**src/rtl/seq_mult_param_if.sv**
```systemverilog
// Handshake bundle for the sequential multiplier: operand side, result side and status.
interface seq_mult_param_if #(
    parameter int WIDTH = 8
);
    logic               in_valid;
    logic               in_ready;
    logic [WIDTH-1:0]   a;
    logic [WIDTH-1:0]   b;
    logic               full;
    logic               sgn;
    logic               out_valid;
    logic               out_ready;
    logic [2*WIDTH-1:0] y;
    logic               busy;

    // Producer/consumer side of the multiplier
    modport master (
        output in_valid, a, b, full, sgn, out_ready,
        input  in_ready, out_valid, y, busy
    );

    // The multiplier itself
    modport slave (
        input  in_valid, a, b, full, sgn, out_ready,
        output in_ready, out_valid, y, busy
    );
endinterface

```
**src/rtl/seq_mult_param.sv**
```systemverilog
// Sequential shift-add multiplier retiring DIGIT multiplier bits per cycle.
// Produces a truncated (low WIDTH) or full (2*WIDTH) product, unsigned or
// two's-complement, behind valid/ready handshakes on both sides.
module seq_mult_param #(
    parameter int WIDTH = 8,
    parameter int DIGIT = 1
) (
    input  logic           clk,
    input  logic           rst,
    seq_mult_param_if.slave bus
);
    localparam int N  = (DIGIT > 0) ? WIDTH / DIGIT : 1;
    localparam int CW = (N > 1) ? $clog2(N) : 1;
    localparam int PW = 2 * WIDTH;

    generate
        if (WIDTH < 2) begin : g_bad_width
            $error("seq_mult_param: WIDTH must be at least 2");
        end
        if ((DIGIT < 1) ? 1'b1 : ((WIDTH % DIGIT) != 0)) begin : g_bad_digit
            $error("seq_mult_param: DIGIT must divide WIDTH exactly");
        end
    endgenerate

    typedef enum logic [1:0] {
        IDLE,
        BUSY,
        DONE
    } state_t;

    state_t          state;
    state_t          state_next;
    logic [PW-1:0]   acc;
    logic [PW-1:0]   acc_next;
    logic [PW-1:0]   mcand;
    logic [PW-1:0]   pp;
    logic [WIDTH-1:0] mplier;
    logic            full_q;
    logic            sgn_q;
    logic [CW-1:0]   cnt;
    logic [PW-1:0]   y_q;
    logic            take_in;
    logic            last_step;

    assign last_step = (cnt == CW'(N - 1));

    // State register; reset drops any operation in flight
    always_ff @(posedge clk) begin
        if (rst) begin
            state <= IDLE;
        end else begin
            state <= state_next;
        end
    end

    // Next state and handshake outputs; DONE can hand over straight to BUSY
    always_comb begin
        state_next    = state;
        take_in       = 1'b0;
        bus.in_ready  = 1'b0;
        bus.out_valid = 1'b0;
        bus.busy      = 1'b0;
        case (state)
            IDLE: begin
                bus.in_ready = 1'b1;
                if (bus.in_valid) begin
                    take_in    = 1'b1;
                    state_next = BUSY;
                end
            end
            BUSY: begin
                bus.busy = 1'b1;
                if (last_step) begin
                    state_next = DONE;
                end
            end
            DONE: begin
                bus.busy      = 1'b1;
                bus.out_valid = 1'b1;
                bus.in_ready  = bus.out_ready;
                if (bus.out_ready) begin
                    if (bus.in_valid) begin
                        take_in    = 1'b1;
                        state_next = BUSY;
                    end else begin
                        state_next = IDLE;
                    end
                end
            end
            default: begin
                state_next = IDLE;
            end
        endcase
        if (rst) begin
            bus.in_ready = 1'b1;
        end
    end

    // Add this cycle's DIGIT partial products; b's MSB carries negative weight when signed
    always_comb begin
        acc_next = acc;
        pp       = '0;
        for (int j = 0; j < DIGIT; j++) begin
            if (mplier[j]) begin
                pp = mcand << j;
                if (sgn_q && last_step && (j == DIGIT - 1)) begin
                    acc_next = acc_next - pp;
                end else begin
                    acc_next = acc_next + pp;
                end
            end
        end
    end

    // Operand capture, shift-add iteration and result register
    always_ff @(posedge clk) begin
        if (rst) begin
            acc    <= '0;
            mcand  <= '0;
            mplier <= '0;
            full_q <= 1'b0;
            sgn_q  <= 1'b0;
            cnt    <= '0;
            y_q    <= '0;
        end else if (take_in) begin
            acc    <= '0;
            cnt    <= '0;
            mcand  <= bus.sgn ? {{WIDTH{bus.a[WIDTH-1]}}, bus.a}
                              : {{WIDTH{1'b0}}, bus.a};
            mplier <= bus.b;
            full_q <= bus.full;
            sgn_q  <= bus.sgn;
        end else if (state == BUSY) begin
            acc    <= acc_next;
            mcand  <= mcand << DIGIT;
            mplier <= mplier >> DIGIT;
            cnt    <= cnt + 1'b1;
            if (last_step) begin
                y_q <= full_q ? acc_next : {{WIDTH{1'b0}}, acc_next[WIDTH-1:0]};
            end
        end
    end

    assign bus.y = y_q;

endmodule

```
**src/flat_wrapper.sv**
```systemverilog
// flat-port wrapper written by rule: the top's interface ports become plain ports
module seq_mult_param_flat 
#(
    parameter int WIDTH = 8,
    parameter int DIGIT = 1
)
  (clk, rst, bus_in_valid, bus_a, bus_b, bus_full, bus_sgn, bus_out_ready, bus_in_ready, bus_out_valid, bus_y, bus_busy);
  seq_mult_param_if #(.WIDTH(WIDTH)) bus_i ();
  input  logic clk;
  input  logic rst;
  input wire logic [$bits(bus_i.in_valid)-1:0] bus_in_valid;
  input wire logic [$bits(bus_i.a)-1:0] bus_a;
  input wire logic [$bits(bus_i.b)-1:0] bus_b;
  input wire logic [$bits(bus_i.full)-1:0] bus_full;
  input wire logic [$bits(bus_i.sgn)-1:0] bus_sgn;
  input wire logic [$bits(bus_i.out_ready)-1:0] bus_out_ready;
  output wire logic [$bits(bus_i.in_ready)-1:0] bus_in_ready;
  output wire logic [$bits(bus_i.out_valid)-1:0] bus_out_valid;
  output wire logic [$bits(bus_i.y)-1:0] bus_y;
  output wire logic [$bits(bus_i.busy)-1:0] bus_busy;
  assign bus_i.in_valid = bus_in_valid;
  assign bus_i.a = bus_a;
  assign bus_i.b = bus_b;
  assign bus_i.full = bus_full;
  assign bus_i.sgn = bus_sgn;
  assign bus_i.out_ready = bus_out_ready;
  assign bus_in_ready = bus_i.in_ready;
  assign bus_out_valid = bus_i.out_valid;
  assign bus_y = bus_i.y;
  assign bus_busy = bus_i.busy;
  seq_mult_param #(.WIDTH(WIDTH), .DIGIT(DIGIT)) u_core (.clk(clk), .rst(rst), .bus(bus_i));
endmodule
```
**config.mk**
```make
export PLATFORM = sky130hd
export DESIGN_NAME = seq_mult_param_flat
export DESIGN_NICKNAME = d
export VERILOG_FILES = /design/src/rtl/seq_mult_param_if.sv /design/src/rtl/seq_mult_param.sv /design/src/flat_wrapper.sv
export SDC_FILE = /design/constraint.sdc
export NUM_CORES = 1
export LEC_CHECK = 0
export CORE_UTILIZATION = 45
export CTS_BUF_LIST = sky130_fd_sc_hd__clkbuf_2
export DETAILED_ROUTE_END_ITERATION = 12
export PLACE_DENSITY = 0.64
export SYNTH_ARGS = -nofsm -noshare
export SYNTH_HDL_FRONTEND = slang
export SYNTH_SLANG_ARGS = --single-unit
export TNS_END_PERCENT = 30
```
**constraint.sdc**
```tcl
create_clock -name clk -period 8.59 [get_ports clk]
set_clock_uncertainty 0.2 [all_clocks]
set_input_delay 1.718 -clock clk [delete_from_list [all_inputs] [get_ports clk]]
set_output_delay 1.718 -clock clk [all_outputs]
set_load 0.1 [all_outputs]
```
==> results.cfg, run 1 <==
[finish]
fin_nets = 521
syn2layout_area_growth_pct = 16.43
antenna_cells = 0
final_area_um2 = 4318
fin_cells = 583
drive_gt1_share_pct = 5.198

[synth]
synth.avg_cell_area_um2 = 8.315
synthArstFlopShare_pct = 0
synthesis.instances = 446
synth_cell_type_count = 53
synthFlopType = dfxtp_1
synth_edf_count = 0
synth-seq-area-share_pct = 34.01
synth_area_um2 = 3709
ys_ff_latch = 63
synth.net_count = 491
yosys_warnings = 0

[worst_setup_path]
crit_type = primary input to output port
critPathTopFamily = buffers and inverters
path_buf_inv = 2
cp-end-kind = output port
slowest_stage = clkdlybuf4s50_1
slowest_delay_ps = 1130
path_cells = clkdlybuf4s50_1, a21oi_1, nand2b_1, clkdlybuf4s50_1
crit_path_frequent_cell = clkdlybuf4s50_1
arrival_ps = 3510
critPathLaunchType = primary input
crit_fanout = 3
crit_required_ps = 6670

[routing]
num_vias = 3318
via_per_inst = 5.691
wl_per_cell_um = 14.93
drtAntennaViolNets = 0
dr.first_iter.drc_count = 144
totalWireLength_mm = 8.707
firstDrtPassIters = 4
drc = 0

[power_and_ir_drop]
ir_worst_vdd_mv = 0.2467
p_clk_share_pct = 15.7
p_leak_nw = 1.616
seq_power_share_pct = 30.1
powerDensity_nw_per_um2 = 316.5
combinationalPowerShare_pct = 54.2
netSwitchingFraction_pct = 45.57
power.total_mw = 1.367
intPower_uw = 743.9
switchingPower_uw = 622.9

[clock_tree]
post-cts-setup-buffers = 0
cts_max_level = 3
cts_max_path_buffers = 2
cts_hold_repair.buffers = 0
path_clk_slew_ps = 190
cts.sinks = 63
cts_tree = built
cts_root_buf = clkbuf_2
clk_latency_ps = 500
numCtsBuffers = 9
post_cts_resized = 0

[timing]
slew_headroom_pct = 28.87
slew_violations = 0
setup_violations = 0
postLayoutSetupSlackWorst_ps = 3166
hold_viol_final = 0
tightest_slew_ps = 1065
fin_crit_ps = 5424
tns_ps = 0
fmax_mhz = 184.4
rsz0062_at_grt = false
finalCritPeriodShare_pct = 63.14

[placement]
place_area_um2 = 4175
place.gp.congestion = 0.8387
io_buffers = 40
dp_cells = 567
place_ws_ps = 3168
place_hpwl_mm = 6.107

[global_routing]
grt_pass1_wl_mm = 14.75
grt_max_degree = 48
grt_antenna_before_repair = 0
overflow = 0
grt.total_usage_pct = 21.64
grt_pass1_vias = 3154

[die]
die_w_um = 92.78
die_h_um = 92.78
dieArea_um2 = 8608
core_area_um2 = 7848
rows = 32
num_io_pins = 41
initial_core_util_pct = 47.26

[worst_hold_path]
hold_path.class = register to register

[run_status]
outcome = complete, no violations

[job]
cap_violations = 0
## power groups by stage
stage | clock, mW | combinational (mW) | sequential [mW]
3_5_place_dp | 0 | 0.734 | 0.418
3_3_place_gp | 0 | 0.722 | 0.415
6_report | 0.214 | 0.741 | 0.412
4_1_cts | 0.221 | 0.741 | 0.411
5_1_grt | 0.233 | 0.822 | 0.421
2_1_floorplan | 0 | 0.610 | 0.393
## logic make-up after synthesis
logic type,after synthesis,synth area share (%)
compound gates,129,22.74
buf+inv,39,3.947
mux,23,6.242
fa+ha+maj,23,7.962
flops,63,34.01
xor+xnor,24,5.870
simple gates,145,19.23
## layout by cell type, fill, tap and decap left out, types with 11 or more instances in the layout
cell	instances
nand3_1	11
dfxtp_1	63
clkdlybuf4s50_1	40
ha_1	21
nor2_1	50
xnor2_1	16
a211oi_1	28
nand2_1	29
nor3_1	19
mux2i_1	22
inv_1	14
a21oi_1	36
## stage by stage
stage                     hold WS [ps]  utilization, %
final                            268.1           55.02
after global routing             306.8           55.02
after CTS                        270.4           55.02
after detailed placement         248.1           53.20
after global placement           241.0           53.20
after floorplan                  244.7               -
## cells in the mapped netlist (all sizes together) (4+ instances only)
master / count / share of area, %
o21a: 7 / 1.4
mux2i: 22 / 5.9
or3: 5 / 0.84
inv: 14 / 1.4
dfxtp: 63 / 34
nand3: 11 / 1.5
o21ai: 16 / 2.2
xor2: 7 / 1.7
nor3: 19 / 2.6
a21o: 5 / 1.0
nand2: 29 / 2.9
clkbuf: 22 / 2.2
o31ai: 4 / 0.81
a22oi: 6 / 1.2
nor2b: 6 / 1.0
nor2: 50 / 5.1
xnor2: 17 / 4.2
ha: 22 / 7.4
a31oi: 5 / 0.84
nand2b: 5 / 0.84
o22ai: 6 / 1.0
a211oi: 28 / 5.7
a21oi: 36 / 4.9
## layer usage
layer	GRT usage, %	part of all wire [%]	vias to the layer above
met4	9.103	2.0	0
met5	0	0	-
li1	-	-	1694
met3	3.530	2.9	15
met2	34.19	47	68
met1	29.05	49	1541
## worst reg2reg max path: cells and delay by family (launching register included)
family          cells  cell delay [ps]
flops               1              390
simple gates        2              380
buf+inv             1               90
compound gates      6             1940
fa+ha+maj           3              750
## worst paths after layout
path | from | to | slack [ps] | cells after the start
max | bus_out_ready | bus_in_ready | 3170 | 4
min | u_core.bus.y[8]$_SDFFE_PP0P_ | u_core.bus.y[8]$_SDFFE_PP0P_ | 270 | 2
max reg2reg | u_core.cnt[0]$_SDFFE_PP0P_ | u_core.acc[9]$_SDFFE_PP0P_ | 4710 | 12
min reg2reg | u_core.bus.y[8]$_SDFFE_PP0P_ | u_core.bus.y[8]$_SDFFE_PP0P_ | 270 | 2
## cell type report
| type | count | area [µm²] |
|---|---|---|
| Fill cell | 776 | 3530 |
| Multi-Input combinational cell | 344 | 2303 |
| Sequential cell | 63 | 1261 |
| Timing Repair Buffer | 44 | 430.4 |
| Tap cell | 102 | 127.6 |
| Clock inverter | 7 | 97.59 |
| Inverter | 14 | 52.55 |
| Clock buffer | 9 | 45.04 |
## registers in the layout (all words and copies together) (netlist names)
| signal | cells |
|---|---|
| u_core.acc | 16 |
| u_core.bus.y | 16 |
| u_core.cnt | 3 |
| u_core.full_q | 1 |
| u_core.mcand | 16 |
| u_core.mplier | 8 |
| u_core.sgn_q | 1 |
| u_core.state | 2 |
(Power assumes the default switching activity.)
==> run 2, diff against run 1 <==
==> constraint.sdc (replaced) <==
create_clock -name clk -period 5.3 [get_ports clk]
set_clock_uncertainty 0.2 [all_clocks]
set_input_delay 1.06 -clock clk [delete_from_list [all_inputs] [get_ports clk]]
set_output_delay 1.06 -clock clk [all_outputs]
set_load 0.1 [all_outputs]
==> run 2 against run 1 <==
Against the previous run:
- largest cell class unchanged
- highest routed layer unchanged
- routed wire length grew 5.0%
- non-clock buffer count increased by 1
- sequential cell count did not move
- critical endpoint is now u_core.bus.y[15]$_SDFFE_PP0P_
==> results.cfg, run 2 (same netlist as run 1, synthesis figures left out) <==
[routing]
num_vias = 3330
firstDrtPassIters = 4
dr.first_iter.drc_count = 150
drc = 0
via_per_inst = 5.712
drtAntennaViolNets = 0
totalWireLength_mm = 9.143
wl_per_cell_um = 15.68

[clock_tree]
cts_tree = built
post_cts_resized = 0
cts.sinks = 63
numCtsBuffers = 9
post-cts-setup-buffers = 0
clk_latency_ps = 490
cts_hold_repair.buffers = 0
cts_max_path_buffers = 2
cts_max_level = 3
path_clk_slew_ps = 200
cts_root_buf = clkbuf_2

[worst_setup_path]
path_cells = or4_4, nor2_1, nand2_1, o41ai_1, xor2_1, ha_1, and3_1, o2bb2ai_1, a211oi_1, a21boi_1, xnor2_1, nor2_1, a221o_1
r2r_slack_ps = 1410
slowest_stage = or4_4
timing.rr.end = u_core.bus.y[15]$_SDFFE_PP0P_
crit_required_ps = 5470
crit_fanout = 7
crit_path_frequent_cell = nor2_1
crit_start = u_core.mcand[2]$_SDFFE_PP0P_
arrival_ps = 4070
worstRegToRegCells = 13
cp-end-kind = register
critPathLaunchType = register
slowest_delay_ps = 580
crit_type = register to register
r2r-start = u_core.mcand[2]$_SDFFE_PP0P_

[placement]
dp_cells = 568
place.gp.congestion = 0.8694
place_hpwl_mm = 6.391
io_buffers = 40

[global_routing]
grt_pass1_wl_mm = 15.35
grt.total_usage_pct = 22.48
grt_antenna_before_repair = 0
grt_pass1_vias = 3117
grt_max_degree = 48
overflow = 0

[die]
rows = 32
core_area_um2 = 7848
die_h_um = 92.78
dieArea_um2 = 8608
initial_core_util_pct = 47.26
num_io_pins = 41
die_w_um = 92.78

[power_and_ir_drop]
powerDensity_nw_per_um2 = 513.4
p_leak_nw = 1.615
ir_worst_vdd_mv = 0.3089

[timing]
tightest_slew_ps = 1090
rsz0062_at_grt = false
hold_viol_final = 0
timing.hold.ws_ps = 269.8
slew_headroom_pct = 27.19
setup_violations = 0
slew_violations = 0
fin_crit_ps = 3893
finalCritPeriodShare_pct = 73.46
tns_ps = 0
fmax_mhz = 256.9

[finish]
final_core_util_pct = 54.82
final_common_cell = dfxtp_1
fill_cells = 768
multiInputGateArea_um2 = 2303
drive_gt1_share_pct = 4.990
fin_cells = 583
final_cell_mix = 63 x dfxtp_1, 50 x nor2_1, 39 x clkdlybuf4s50_1
antenna_cells = 0
syn2layout_area_growth_pct = 15.99
fin_nets = 522
regArea_um2 = 1261

[worst_hold_path]
holdCritStartpoint = u_core.bus.y[8]$_SDFFE_PP0P_
hold_path.class = register to register
min_to = u_core.bus.y[8]$_SDFFE_PP0P_
holdPathStages = 2

[job]
cap_violations = 0

[run_status]
outcome = complete, no violations
==> run 2: cell count changes in the layout (fill, tap and decap cells not counted) <==
cell	before	now
clkinv_4	3	0
buf_4	4	6
clkinv_1	1	3
clkdlybuf4s50_1	40	39
clkinv_2	0	1
clkinvlp_4	1	0
==> run 2: report_power, final <==
part | switching (mW) | internal (mW)
Combinational | 0.720 | 0.495
Sequential | 0.112 | 0.557
Clock | 0.176 | 0.149
==> run 2: layout make-up <==
type / instances / share of cell area [%]
well taps: 102 / 2.967
flip-flops and latches: 63 / 29.32
clock inverters: 6 / 1.774
clock buffers: 9 / 1.047
inverters: 14 / 1.222
repair buffers: 45 / 10.12
multi-input cells: 344 / 53.55
==> run 2: layer usage <==
layer	share of wire (%)	routed length, µm	vias up	track usage, %
met5	0	0	-	0
met4	1.2	112	0	6.154
met3	4.2	382	11	3.941
met2	46	4190	66	36.15
met1	49	4457	1569	30.80
li1	-	-	1684	-
==> run 2: critical path, delay by kind of cell (launching register included) <==
family	cells	cell delay [ps]
AOI/OAI and AO/OA	5	1240
xor gates and xnor gates	2	420
adders and majority gates	1	330
DFF	1	400
and+or+nand+nor	5	1170
==> run 2: worst max-delay path by stage <==
stage / end / slack (ps) / cells past startpoint
global route: u_core.bus.y[15]$_SDFFE_PP0P_ / 1110 / 13
finish: u_core.bus.y[15]$_SDFFE_PP0P_ / 1410 / 13
detailed placement: u_core.bus.y[15]$_SDFFE_PP0P_ / 1540 / 13
CTS: u_core.bus.y[15]$_SDFFE_PP0P_ / 1440 / 13
floorplan: bus_in_ready / 1850 / 4
global placement: u_core.bus.y[15]$_SDFFE_PP0P_ / 1600 / 13
==> run 2: stage by stage <==
stage | worst slack, ps | total power [mW] | instance area [µm²]
finish | 1407 | 2.209 | 4302
global route | 1113 | 2.384 | 4302
global placement | 1603 | 1.868 | 4180
floorplan | 1849 | 1.626 | 3709
detailed placement | 1536 | 1.879 | 4180
CTS | 1441 | 2.208 | 4302
